[config.mk]
export PLATFORM = sky130hd
export DESIGN_NAME = keypad_event_fifo_ahb_flat
export DESIGN_NICKNAME = d
export VERILOG_FILES = /design/src/rtl/keypad_event_fifo_ahb_if.sv /design/src/rtl/keypad_event_fifo_ahb.sv /design/src/flat_wrapper.sv
export SDC_FILE = /design/constraint.sdc
export NUM_CORES = 1
export LEC_CHECK = 0
export ABC_AREA = 1
export BUFFER_PORTS_ARGS = -buffer_cell sky130_fd_sc_hd__buf_4
export CAP_MARGIN = 20
export CORE_MARGIN = 3
export CORE_UTILIZATION = 49
export DETAILED_ROUTE_END_ITERATION = 8
export PLACE_DENSITY = 0.8
export SLEW_MARGIN = 15
export SYNTH_ARGS = -nofsm -noshare
export SYNTH_HDL_FRONTEND = slang
export SYNTH_SLANG_ARGS = --single-unit
[constraint.sdc]
create_clock -name HCLK -period 2.5 [get_ports HCLK]
set_clock_uncertainty 0.2 [all_clocks]
set_input_delay 0 -clock HCLK [delete_from_list [all_inputs] [get_ports HCLK]]
set_output_delay 0 -clock HCLK [all_outputs]
set_load 0.1 [all_outputs]
[src/rtl/keypad_event_fifo_ahb_if.sv]
// AHB-Lite slave-side signal bundle for the keypad event FIFO.
// The master modport drives the address/data phase; the slave modport returns the response.
interface keypad_event_fifo_ahb_if;
   logic        HSEL;
   logic [11:0] HADDR;
   logic [1:0]  HTRANS;
   logic        HWRITE;
   logic [2:0]  HSIZE;
   logic [31:0] HWDATA;
   logic        HREADY;
   logic        HREADYOUT;
   logic        HRESP;
   logic [31:0] HRDATA;

   modport master (
      output HSEL, HADDR, HTRANS, HWRITE, HSIZE, HWDATA, HREADY,
      input  HREADYOUT, HRESP, HRDATA
   );

   modport slave (
      input  HSEL, HADDR, HTRANS, HWRITE, HSIZE, HWDATA, HREADY,
      output HREADYOUT, HRESP, HRDATA
   );
endinterface

[src/rtl/keypad_event_fifo_ahb.sv]
// Keypad event FIFO behind a zero-wait-state AHB-Lite slave.
// Registers: DATA (pop on read), STATUS, CTRL (irq enable, overflow clear, flush).
module keypad_event_fifo_ahb #(
   parameter int DEPTH = 8
) (
   input  logic                          HCLK,
   input  logic                          HRESET,
   input  logic                          key_it,
   input  logic [3:0]                    key_val,
   keypad_event_fifo_ahb_if.slave        ahb,
   output logic                          irq
);
   localparam int AW = $clog2(DEPTH);
   localparam int CW = AW + 1;
   localparam logic [CW-1:0] FULL_CNT = CW'(DEPTH);

   typedef enum logic [1:0] {
      REG_DATA   = 2'd0,
      REG_STATUS = 2'd1,
      REG_CTRL   = 2'd2,
      REG_RSVD   = 2'd3
   } reg_e;

   logic [3:0]    mem_q [DEPTH];
   logic [3:0]    mem_d [DEPTH];
   logic [AW-1:0] wr_ptr_q, wr_ptr_d;
   logic [AW-1:0] rd_ptr_q, rd_ptr_d;
   logic [CW-1:0] count_q, count_d;
   logic          ovf_q, ovf_d;
   logic          irq_en_q, irq_en_d;
   logic          dp_valid_q, dp_valid_d;
   logic          dp_write_q, dp_write_d;
   reg_e          dp_addr_q, dp_addr_d;

   logic          empty, full, rd_dp, pop, ctrl_wr, flush, push, ovf_set;
   logic [31:0]   hrdata;
   logic          unused_bits;

   assign empty   = (count_q == '0);
   assign full    = (count_q == FULL_CNT);
   assign rd_dp   = dp_valid_q & ~dp_write_q;
   assign pop     = rd_dp & (dp_addr_q == REG_DATA) & ~empty;
   assign ctrl_wr = dp_valid_q & dp_write_q & (dp_addr_q == REG_CTRL);
   assign flush   = ctrl_wr & ahb.HWDATA[2];
   // A pop in the same cycle frees the slot a push on a full FIFO needs.
   assign push    = key_it & ~flush & (~full | pop);
   assign ovf_set = key_it & ~flush & full & ~pop;

   always_comb begin
      // NOTE: every _d is given its hold value first, so no branch can leave it unassigned and infer a latch.
      mem_d      = mem_q;
      wr_ptr_d   = wr_ptr_q;
      rd_ptr_d   = rd_ptr_q;
      count_d    = count_q;
      irq_en_d   = irq_en_q;
      ovf_d      = ovf_set | (ovf_q & ~(ctrl_wr & ahb.HWDATA[1]));
      dp_valid_d = ahb.HSEL & ahb.HTRANS[1] & ahb.HREADY;
      dp_write_d = ahb.HWRITE;
      dp_addr_d  = reg_e'(ahb.HADDR[3:2]);

      if (push) begin
         mem_d[wr_ptr_q] = key_val;
         wr_ptr_d        = wr_ptr_q + AW'(1);
      end
      if (pop) rd_ptr_d = rd_ptr_q + AW'(1);
      if (push && !pop)      count_d = count_q + CW'(1);
      else if (pop && !push) count_d = count_q - CW'(1);

      if (ctrl_wr) irq_en_d = ahb.HWDATA[0];
      if (flush) begin
         wr_ptr_d = '0;
         rd_ptr_d = '0;
         count_d  = '0;
      end
   end

   always_comb begin
      hrdata = '0;
      if (rd_dp) begin
         unique case (dp_addr_q)
            REG_DATA:   hrdata = empty ? 32'd0 : {23'd0, 1'b1, 4'd0, mem_q[rd_ptr_q]};
            REG_STATUS: hrdata = {23'd0, 5'(count_q), 1'b0, ovf_q, full, empty};
            REG_CTRL:   hrdata = {31'd0, irq_en_q};
            REG_RSVD:   hrdata = '0;
         endcase
      end
   end

   always_ff @(posedge HCLK) begin
      // NOTE: non-blocking assignments so every flop samples pre-edge values regardless of statement order.
      if (HRESET) begin
         wr_ptr_q   <= '0;
         rd_ptr_q   <= '0;
         count_q    <= '0;
         ovf_q      <= 1'b0;
         irq_en_q   <= 1'b0;
         dp_valid_q <= 1'b0;
         dp_write_q <= 1'b0;
         dp_addr_q  <= REG_DATA;
      end else begin
         wr_ptr_q   <= wr_ptr_d;
         rd_ptr_q   <= rd_ptr_d;
         count_q    <= count_d;
         ovf_q      <= ovf_d;
         irq_en_q   <= irq_en_d;
         dp_valid_q <= dp_valid_d;
         dp_write_q <= dp_write_d;
         dp_addr_q  <= dp_addr_d;
      end
   end

   // NOTE: storage is not reset; count and pointers alone decide which entries are valid.
   always_ff @(posedge HCLK) begin
      mem_q <= mem_d;
   end

   assign ahb.HRDATA    = hrdata;
   assign ahb.HREADYOUT = 1'b1;
   assign ahb.HRESP     = 1'b0;
   assign irq           = irq_en_q & ~empty;

   assign unused_bits = ^{ahb.HSIZE, ahb.HADDR[11:4], ahb.HADDR[1:0], ahb.HTRANS[0],
                          ahb.HWDATA[31:3]};
endmodule
[src/flat_wrapper.sv]
// flat-port wrapper written by rule: the top's interface ports become plain ports
module keypad_event_fifo_ahb_flat 
#(
   parameter int DEPTH = 8
)
  (HCLK, HRESET, key_it, key_val, irq, ahb_HSEL, ahb_HADDR, ahb_HTRANS, ahb_HWRITE, ahb_HSIZE, ahb_HWDATA, ahb_HREADY, ahb_HREADYOUT, ahb_HRESP, ahb_HRDATA);
  keypad_event_fifo_ahb_if ahb_i ();
  input  logic HCLK;
  input  logic HRESET;
  input  logic key_it;
  input  logic [3:0] key_val;
  output logic irq;
  input wire logic [$bits(ahb_i.HSEL)-1:0] ahb_HSEL;
  input wire logic [$bits(ahb_i.HADDR)-1:0] ahb_HADDR;
  input wire logic [$bits(ahb_i.HTRANS)-1:0] ahb_HTRANS;
  input wire logic [$bits(ahb_i.HWRITE)-1:0] ahb_HWRITE;
  input wire logic [$bits(ahb_i.HSIZE)-1:0] ahb_HSIZE;
  input wire logic [$bits(ahb_i.HWDATA)-1:0] ahb_HWDATA;
  input wire logic [$bits(ahb_i.HREADY)-1:0] ahb_HREADY;
  output wire logic [$bits(ahb_i.HREADYOUT)-1:0] ahb_HREADYOUT;
  output wire logic [$bits(ahb_i.HRESP)-1:0] ahb_HRESP;
  output wire logic [$bits(ahb_i.HRDATA)-1:0] ahb_HRDATA;
  assign ahb_i.HSEL = ahb_HSEL;
  assign ahb_i.HADDR = ahb_HADDR;
  assign ahb_i.HTRANS = ahb_HTRANS;
  assign ahb_i.HWRITE = ahb_HWRITE;
  assign ahb_i.HSIZE = ahb_HSIZE;
  assign ahb_i.HWDATA = ahb_HWDATA;
  assign ahb_i.HREADY = ahb_HREADY;
  assign ahb_HREADYOUT = ahb_i.HREADYOUT;
  assign ahb_HRESP = ahb_i.HRESP;
  assign ahb_HRDATA = ahb_i.HRDATA;
  keypad_event_fifo_ahb #(.DEPTH(DEPTH)) u_core (.HCLK(HCLK), .HRESET(HRESET), .key_it(key_it), .key_val(key_val), .ahb(ahb_i), .irq(irq));
endmodule
Yosys cells after proc, flatten, opt, wreduce, memory -nomap -nowiden
Cells that the tools add are included.
{ "totals": {"in_bits": 59, "output_inout_bits": 35, "wordCells": 72, "regBits": 48} }
{ "op_classes": {"order_cmp": 3, "bitwise": 25, "n_mux": 11, "n_eq_ne": 4, "n_addsub": 4, "reduce_logical": 9} }
{ "op_table": {"columns": ["op", "count"], "rows": [
  ["32-bit one-hot mux with 4 select lines", 1],
  ["32-bit bitwise mux", 1],
  ["32-bit 2-to-1 mux", 1],
  ["4-bit 2-to-1 mux", 5],
  ["1-bit AND", 15],
  ["4-bit binary-select mux with 3-bit select", 1],
  ["4-bit demux with 3-bit select", 1],
  ["9-bit 2-to-1 mux", 1],
  ["4-bit >= comparator (second input constant)", 2],
  ["3-bit inverter with 4-bit output", 2],
  ["3-bit by 1-bit adder with 3-bit output (second input constant)", 2],
  ["1-bit inverter", 6],
  ["4-bit by 1-bit adder with 4-bit output (second input constant)", 1],
  ["2-bit == test (second input constant)", 2],
  ["4-bit == test (second input constant)", 1],
  ["4-bit zero test", 1],
  ["4-bit by 1-bit less-than comparator with 1-bit output (second input constant)", 1],
  ["4-bit by 1-bit subtractor with 4-bit output (second input constant)", 1],
  ["1-bit logical AND", 3],
  ["2-bit by 1-bit == test with 1-bit output (second input constant)", 1],
  ["1-bit zero test", 2],
  ["2-bit zero test", 1],
  ["1-bit OR", 2],
  ["2-bit nonzero test", 1],
  ["2-bit OR reduction", 1]
]} }

Depth between registers and ports, before layout
{ "depth": {"depth_word": 10, "ltp_mapped": 16, "ltp_nobuf": 16} }

Worst setup path after synthesis
No wires, ideal clock.
{ "synth_path": {"path_type": "reg2out", "from": "register u_core.dp_write_q", "to": "output ahb_HRDATA[3]", "arrival_time_ns": 2.759, "t_required_ns": 2.300, "slack_ns": -0.459, "path_buffers": 0, "stages_incl_launch_ff": 8, "cell_sequence": "dfxtp_1 > inv_1 > nand2_4 > nor2_4 > nand2_4 > inv_1 > o21ai_0 > nor2_1"} }
{ "synth_between": {"elab_chain_cells": 3} }
{ "synth_rtl": {"columns": ["item", "line_no", "rtl"], "rows": [
  ["start: declaration", "keypad_event_fifo_ahb.sv:32", "logic dp_write_q, dp_write_d;"],
  ["start signal: assignment", "keypad_event_fifo_ahb.sv:107", "dp_write_q <= dp_write_d;"],
  ["1-bit inverter", "keypad_event_fifo_ahb.sv:41", "assign rd_dp = dp_valid_q & ~dp_write_q;"],
  ["1-bit AND", "keypad_event_fifo_ahb.sv:41", null],
  ["32-bit 2-to-1 mux", "keypad_event_fifo_ahb.sv:79", "if (rd_dp) begin"],
  ["end: declaration", "flat_wrapper.sv:22", "output wire logic [$bits(ahb_i.HRDATA)-1:0] ahb_HRDATA;"]
]} }
No other way between the ends.

Worst setup path in the final report
{ "layout_path": {"from": "register u_core.dp_write_q", "to": "register u_core.count_q[2]"} }
{ "layout_between": {"elab_chain_cells": 9, "word_cells_on_any_way": 18, "classes_between": "1 x mux; 11 x bitwise; 6 x reduce/logical"} }
{ "layout_rtl": {"columns": ["item", "line_no", "rtl"], "rows": [
  ["1-bit AND / 1-bit inverter (equally long branches)", "keypad_event_fifo_ahb.sv:43, keypad_event_fifo_ahb.sv:41", null],
  ["1-bit AND, on equally long branches", "keypad_event_fifo_ahb.sv:43, keypad_event_fifo_ahb.sv:41", null],
  ["1-bit AND, on equally long branches", "keypad_event_fifo_ahb.sv:44, keypad_event_fifo_ahb.sv:42", null],
  ["1-bit inverter / 1-bit AND (equally long branches)", "keypad_event_fifo_ahb.sv:46, keypad_event_fifo_ahb.sv:42", null],
  ["1-bit AND / 1-bit OR (equally long branches)", "keypad_event_fifo_ahb.sv:46", "assign push = key_it & ~flush & (~full | pop);"],
  ["1-bit AND *", "keypad_event_fifo_ahb.sv:46", null],
  ["via u_core.push", "keypad_event_fifo_ahb.sv:35", "logic empty, full, rd_dp, pop, ctrl_wr, flush, push, ovf_set;"],
  ["1-bit zero test", "keypad_event_fifo_ahb.sv:67", "else if (pop && !push) count_d = count_q - CW'(1);"],
  ["1-bit logical AND", "keypad_event_fifo_ahb.sv:67", null],
  ["2-bit nonzero test (no line)", null, null],
  ["end signal: assignment", "keypad_event_fifo_ahb.sv:103", "count_q <= count_d;"],
  ["end: declaration", "keypad_event_fifo_ahb.sv:28", "logic [CW-1:0] count_q, count_d;"]
]} }
The timed path passes the listed nets; every way through them passes the cells marked *.
A chain may end at the register's enable or synchronous reset.

==> out/results.env <==
DIE-AREA_SQ_UM=5964
WORSTPATHCELLLIST='inv_1 -> nand2_4 -> nor2_4 -> nand2_4 -> nand2_4 -> nand2_4 -> inv_1 -> ha_2 -> inv_2 -> fa_1 -> xor2_1 -> nand2_1 -> a21oi_1'
DETAIL_ROUTE.DRC_VIOLATIONS=0
ROWS=25
WORST_EP_REQUIRED_TIME_NS=2.53
ANTENNA_CELLS_INSERTED=0
CORE-AREA_SQ_UM=4817
WORSTSETUPSTARTPOINTTYPE='flop'
YOSYS_REGISTER_BITS=48
SYNTH.DISTINCT_CELLS=27
LAYOUT-DRIVE-GT1-SHARE_PCT=19.28
SYNTH-WARNING-COUNT=0
TOTAL_LEAKAGE_POWER_nW=1.338
PATH_COMMON_CELL='sky130_fd_sc_hd__nand2_4'
DIE_HEIGHT_UM=77.23
HOLD_PATH.CLASS='input pin to flop'
CP_MAX_FO=8
SYNTHESIS.INSTANCES=285
MAPPEDNETLISTAREA_SQ_UM=2486
CTS.SINK_COUNT=48
SEQCELLAREA_SQ_UM=1282
GRT-OVFL-TOTAL=0
TIMING.SETUP.TNS_NS=0
MAXCAPVIOLATIONS=0
PLACE.GP.CONGESTION=0.8607
ROOT_BUFFER='sky130_fd_sc_hd__clkbuf_8'
STARTING_UTILIZATION_OF_THE_CORE_AREA_PCT=51.61
IOPINCOUNT=94
SHARE_COMB_OF_TOTAL_POWER_PCT=27.3
1ST_PASS_ROUTER_ITERATIONS=4
POWER.DENSITY_CELL_AREA_nW_PER_UM2=691.3
MULTI_INPUT_COMB_AREA_SQ_UM=962.2
HOLD_VIOL=0
CRITICAL_PATH_ARRIVAL_NS=2.33
DETAIL_ROUTE.WIRELENGTH_UM=5040
N_FILL_CELL=381
DESIGN.FINAL.NETS=396
FIN_TOTAL_PWR_mW=2.060
CLOCK_PATH_BUFFERS=2
MEAN_POST_SYNTH_CELL_AREA_SQ_UM=8.723
POST-ROUTE-MIN-PERIOD_NS=2.300
FLOORPLAN.DIE.WIDTH_UM=77.23
GRT_FIRST_PASS_WIRELENGTH_UM=8355
P_SWITCHING_mW=0.6964
P_INT_mW=1.364
AREA_DELTA_SYNTH_FINAL_PCT=19.88
DETAILED_ROUTE_VIA_COUNT=1938
DRT.ANTENNA.VIOLATING_NETS=0
FINALHOLDWORSTSLACK_NS=0.2585
DETAIL_ROUTE.WL_PER_CELL_UM=12.63
ANTENNA_FOUND_INITIAL=0
POWER.CLOCK.FRACTION_PCT=27.3
IR_DROP_V=0.0005241
CPPEAKSTAGEDELAY_NS=0.37
TRITONCTS='yes'
OUTCOME='completed'
DRT_ITER0_DRC=158
FIRST_GLOBAL_VIAS=1798
MAXSLEWVIOLCOUNT=0
CPMAXSTAGEDELAYCELL='sky130_fd_sc_hd__fa_1'
CLK_LATENCY_NS=0.30
GRT_USAGE_PCT=17.92
CRITPATHCAPTURETYPE='flop'
FMAXACHIEVABLE_MHz=434.8
SYNTH-SEQ-AREA-SHARE_PCT=51.53
NUMCTSBUFFERS=5
POST-DP-HPWL_UM=3481
H_TREE_LEVELS=2
PATH_CLK_SLEW_NS=0.09
RSZ0062_AT_GRT='false'
NET_SW_SHARE_PCT=33.80
PATH_CLASS='flop to flop'
LARGEST_NET_DEGREE_AT_THE_START_OF_GLOBAL_ROUTING=19
PORT_BUFFERS=25
LAYOUT_WORST_PATH_CYCLE_SHARE_PCT=92.00
POWER_FRAC_SEQ_PCT=45.4
CTS.REPAIR_TIMING.SETUP_BUFFER_COUNT=0
FINALSETUPVIOLCOUNT=0
VIAS_PER_CELL=4.857
power groups by stage:
stage          registers [mW]  logic [mW]  clock network (mW)
2_1_floorplan           0.948       0.446                   0
4_1_cts                 0.930       0.543               0.565
5_1_grt                 0.945       0.613               0.607
6_report                0.936       0.562               0.562
3_5_place_dp            0.948       0.517                   0
3_3_place_gp            0.947       0.506                   0
registers in the layout (all words and copies together), names as in the netlist:
signal	cells
u_core.dp_addr_q	2
u_core.mem_q	32
u_core.dp_valid_q	1
u_core.rd_ptr_q	3
u_core.irq_en_q	1
u_core.count_q	4
u_core.dp_write_q	1
u_core.ovf_q	1
u_core.wr_ptr_q	3
worst max-delay path, delay by kind of cell, from the launching register on:
| kind | cells | cell delay [ns] |
|---|---|---|
| adder cells (fa/ha/maj) | 2 | 0.59 |
| AO/OA/AOI/OAI | 1 | 0.11 |
| flip-flops | 1 | 0.32 |
| AND/OR/NAND/NOR | 6 | 0.57 |
| XOR/XNOR | 1 | 0.18 |
| buffers and inverters | 3 | 0.26 |
routing by layer:
layer,wire [um],track usage [%]
met5,0,0
met4,112,7.651
met3,334,3.873
met2,2612,31.35
met1,1981,21.08
cells in the mapped netlist:
| cell type | instances | area [sq um] |
|---|---|---|
| sky130_fd_sc_hd__o22ai_1 | 1 | 6.260 |
| sky130_fd_sc_hd__nor2_1 | 29 | 108.9 |
| sky130_fd_sc_hd__nor2_2 | 7 | 43.79 |
| sky130_fd_sc_hd__nand2_1 | 58 | 217.7 |
| sky130_fd_sc_hd__or2_4 | 1 | 8.760 |
| sky130_fd_sc_hd__nand2_2 | 2 | 12.51 |
| sky130_fd_sc_hd__clkbuf_1 | 1 | 3.750 |
| sky130_fd_sc_hd__xor2_1 | 3 | 26.28 |
| sky130_fd_sc_hd__nand3_1 | 26 | 130.1 |
| sky130_fd_sc_hd__and3_1 | 1 | 6.260 |
| sky130_fd_sc_hd__nor2_4 | 1 | 11.26 |
| sky130_fd_sc_hd__inv_1 | 40 | 150.1 |
| sky130_fd_sc_hd__buf_2 | 3 | 15.01 |
| sky130_fd_sc_hd__xnor2_1 | 1 | 8.760 |
| sky130_fd_sc_hd__nand3b_1 | 1 | 7.510 |
| sky130_fd_sc_hd__dfxtp_1 | 16 | 320.3 |
| sky130_fd_sc_hd__conb_1 | 2 | 7.510 |
| sky130_fd_sc_hd__edfxtp_1 | 32 | 960.9 |
| sky130_fd_sc_hd__fa_1 | 1 | 20.02 |
| sky130_fd_sc_hd__ha_1 | 5 | 62.56 |
| sky130_fd_sc_hd__inv_2 | 2 | 7.510 |
| sky130_fd_sc_hd__buf_4 | 25 | 187.7 |
| sky130_fd_sc_hd__nand2_4 | 4 | 45.04 |
| sky130_fd_sc_hd__o21ai_0 | 9 | 45.04 |
| sky130_fd_sc_hd__o21ai_1 | 1 | 5.000 |
| sky130_fd_sc_hd__a22oi_1 | 1 | 7.510 |
| sky130_fd_sc_hd__a21oi_1 | 12 | 60.06 |
final cells by class:
class	count	share of cell area, %
Clock inverter	3	1.595
Tap cell	67	2.813
Timing Repair Buffer	45	12.68
Multi-Input combinational cell	189	32.28
Clock buffer	5	2.309
Inverter	42	5.290
Sequential cell	48	43.03
cell usage in the layout (no fill, tap or decap), types with 2 or more instances in the layout:
master and n:
sky130_fd_sc_hd__buf_4 29, sky130_fd_sc_hd__nor2_1 27, sky130_fd_sc_hd__clkbuf_8 5, sky130_fd_sc_hd__dfxtp_1 15, sky130_fd_sc_hd__a21oi_1 8, sky130_fd_sc_hd__nand2_4 4, sky130_fd_sc_hd__xor2_1 3, sky130_fd_sc_hd__edfxtp_1 32
sky130_fd_sc_hd__clkinv_4 2, sky130_fd_sc_hd__nor2_2 9, sky130_fd_sc_hd__inv_1 39, sky130_fd_sc_hd__conb_1 25, sky130_fd_sc_hd__ha_1 3, sky130_fd_sc_hd__nand3_1 26, sky130_fd_sc_hd__dlygate4sd3_1 16, sky130_fd_sc_hd__nand2_2 2
sky130_fd_sc_hd__inv_2 3, sky130_fd_sc_hd__a21oi_2 4, sky130_fd_sc_hd__o21ai_0 9, sky130_fd_sc_hd__nand2_1 58
cell families after synthesis:
| family | Yosys count | share of synthesized area (%) |
|---|---|---|
| other | 2 | 0.3021 |
| adders and majority gates | 6 | 3.322 |
| DFF | 48 | 51.54 |
| AOI/OAI and AO/OA | 24 | 4.982 |
| and+or+nand+nor | 130 | 23.80 |
| buffers and inverters | 71 | 14.64 |
| xor gates and xnor gates | 4 | 1.409 |
what timing repair did:
| item | 4_1_cts | 5_1_grt |
|---|---|---|
| resized for setup | 0 | 6 |
| hold buffers | 16 | 0 |
| endpoints found under the hold margin | 44 | 0 |
| setup endpoints to repair | 0 | 2 |
worst paths after layout:
check	endpoint	slack (ns)	cells past startpoint	start
worst min register to register	u_core.irq_en_q	0.28	2	u_core.irq_en_q
worst min-delay path	u_core.dp_valid_q	0.26	3	HRESET
worst max-delay path	u_core.count_q[2]	0.20	13	u_core.dp_write_q
worst max register to register	u_core.count_q[2]	0.20	13	u_core.dp_write_q
per-stage QoR:
step                setup slack, ns  instances  util [%]  area (sq um)
global route               0.001227        399     61.87          2980
floorplan                  -0.05963        308         -          2586
global placement             0.1532        375     55.66          2681
detailed placement           0.1088        375     55.66          2681
CTS                         0.09077        399     61.40          2958
finish                       0.2000        399     61.87          2980
Note: power is estimated with default switching activity, not from simulation.
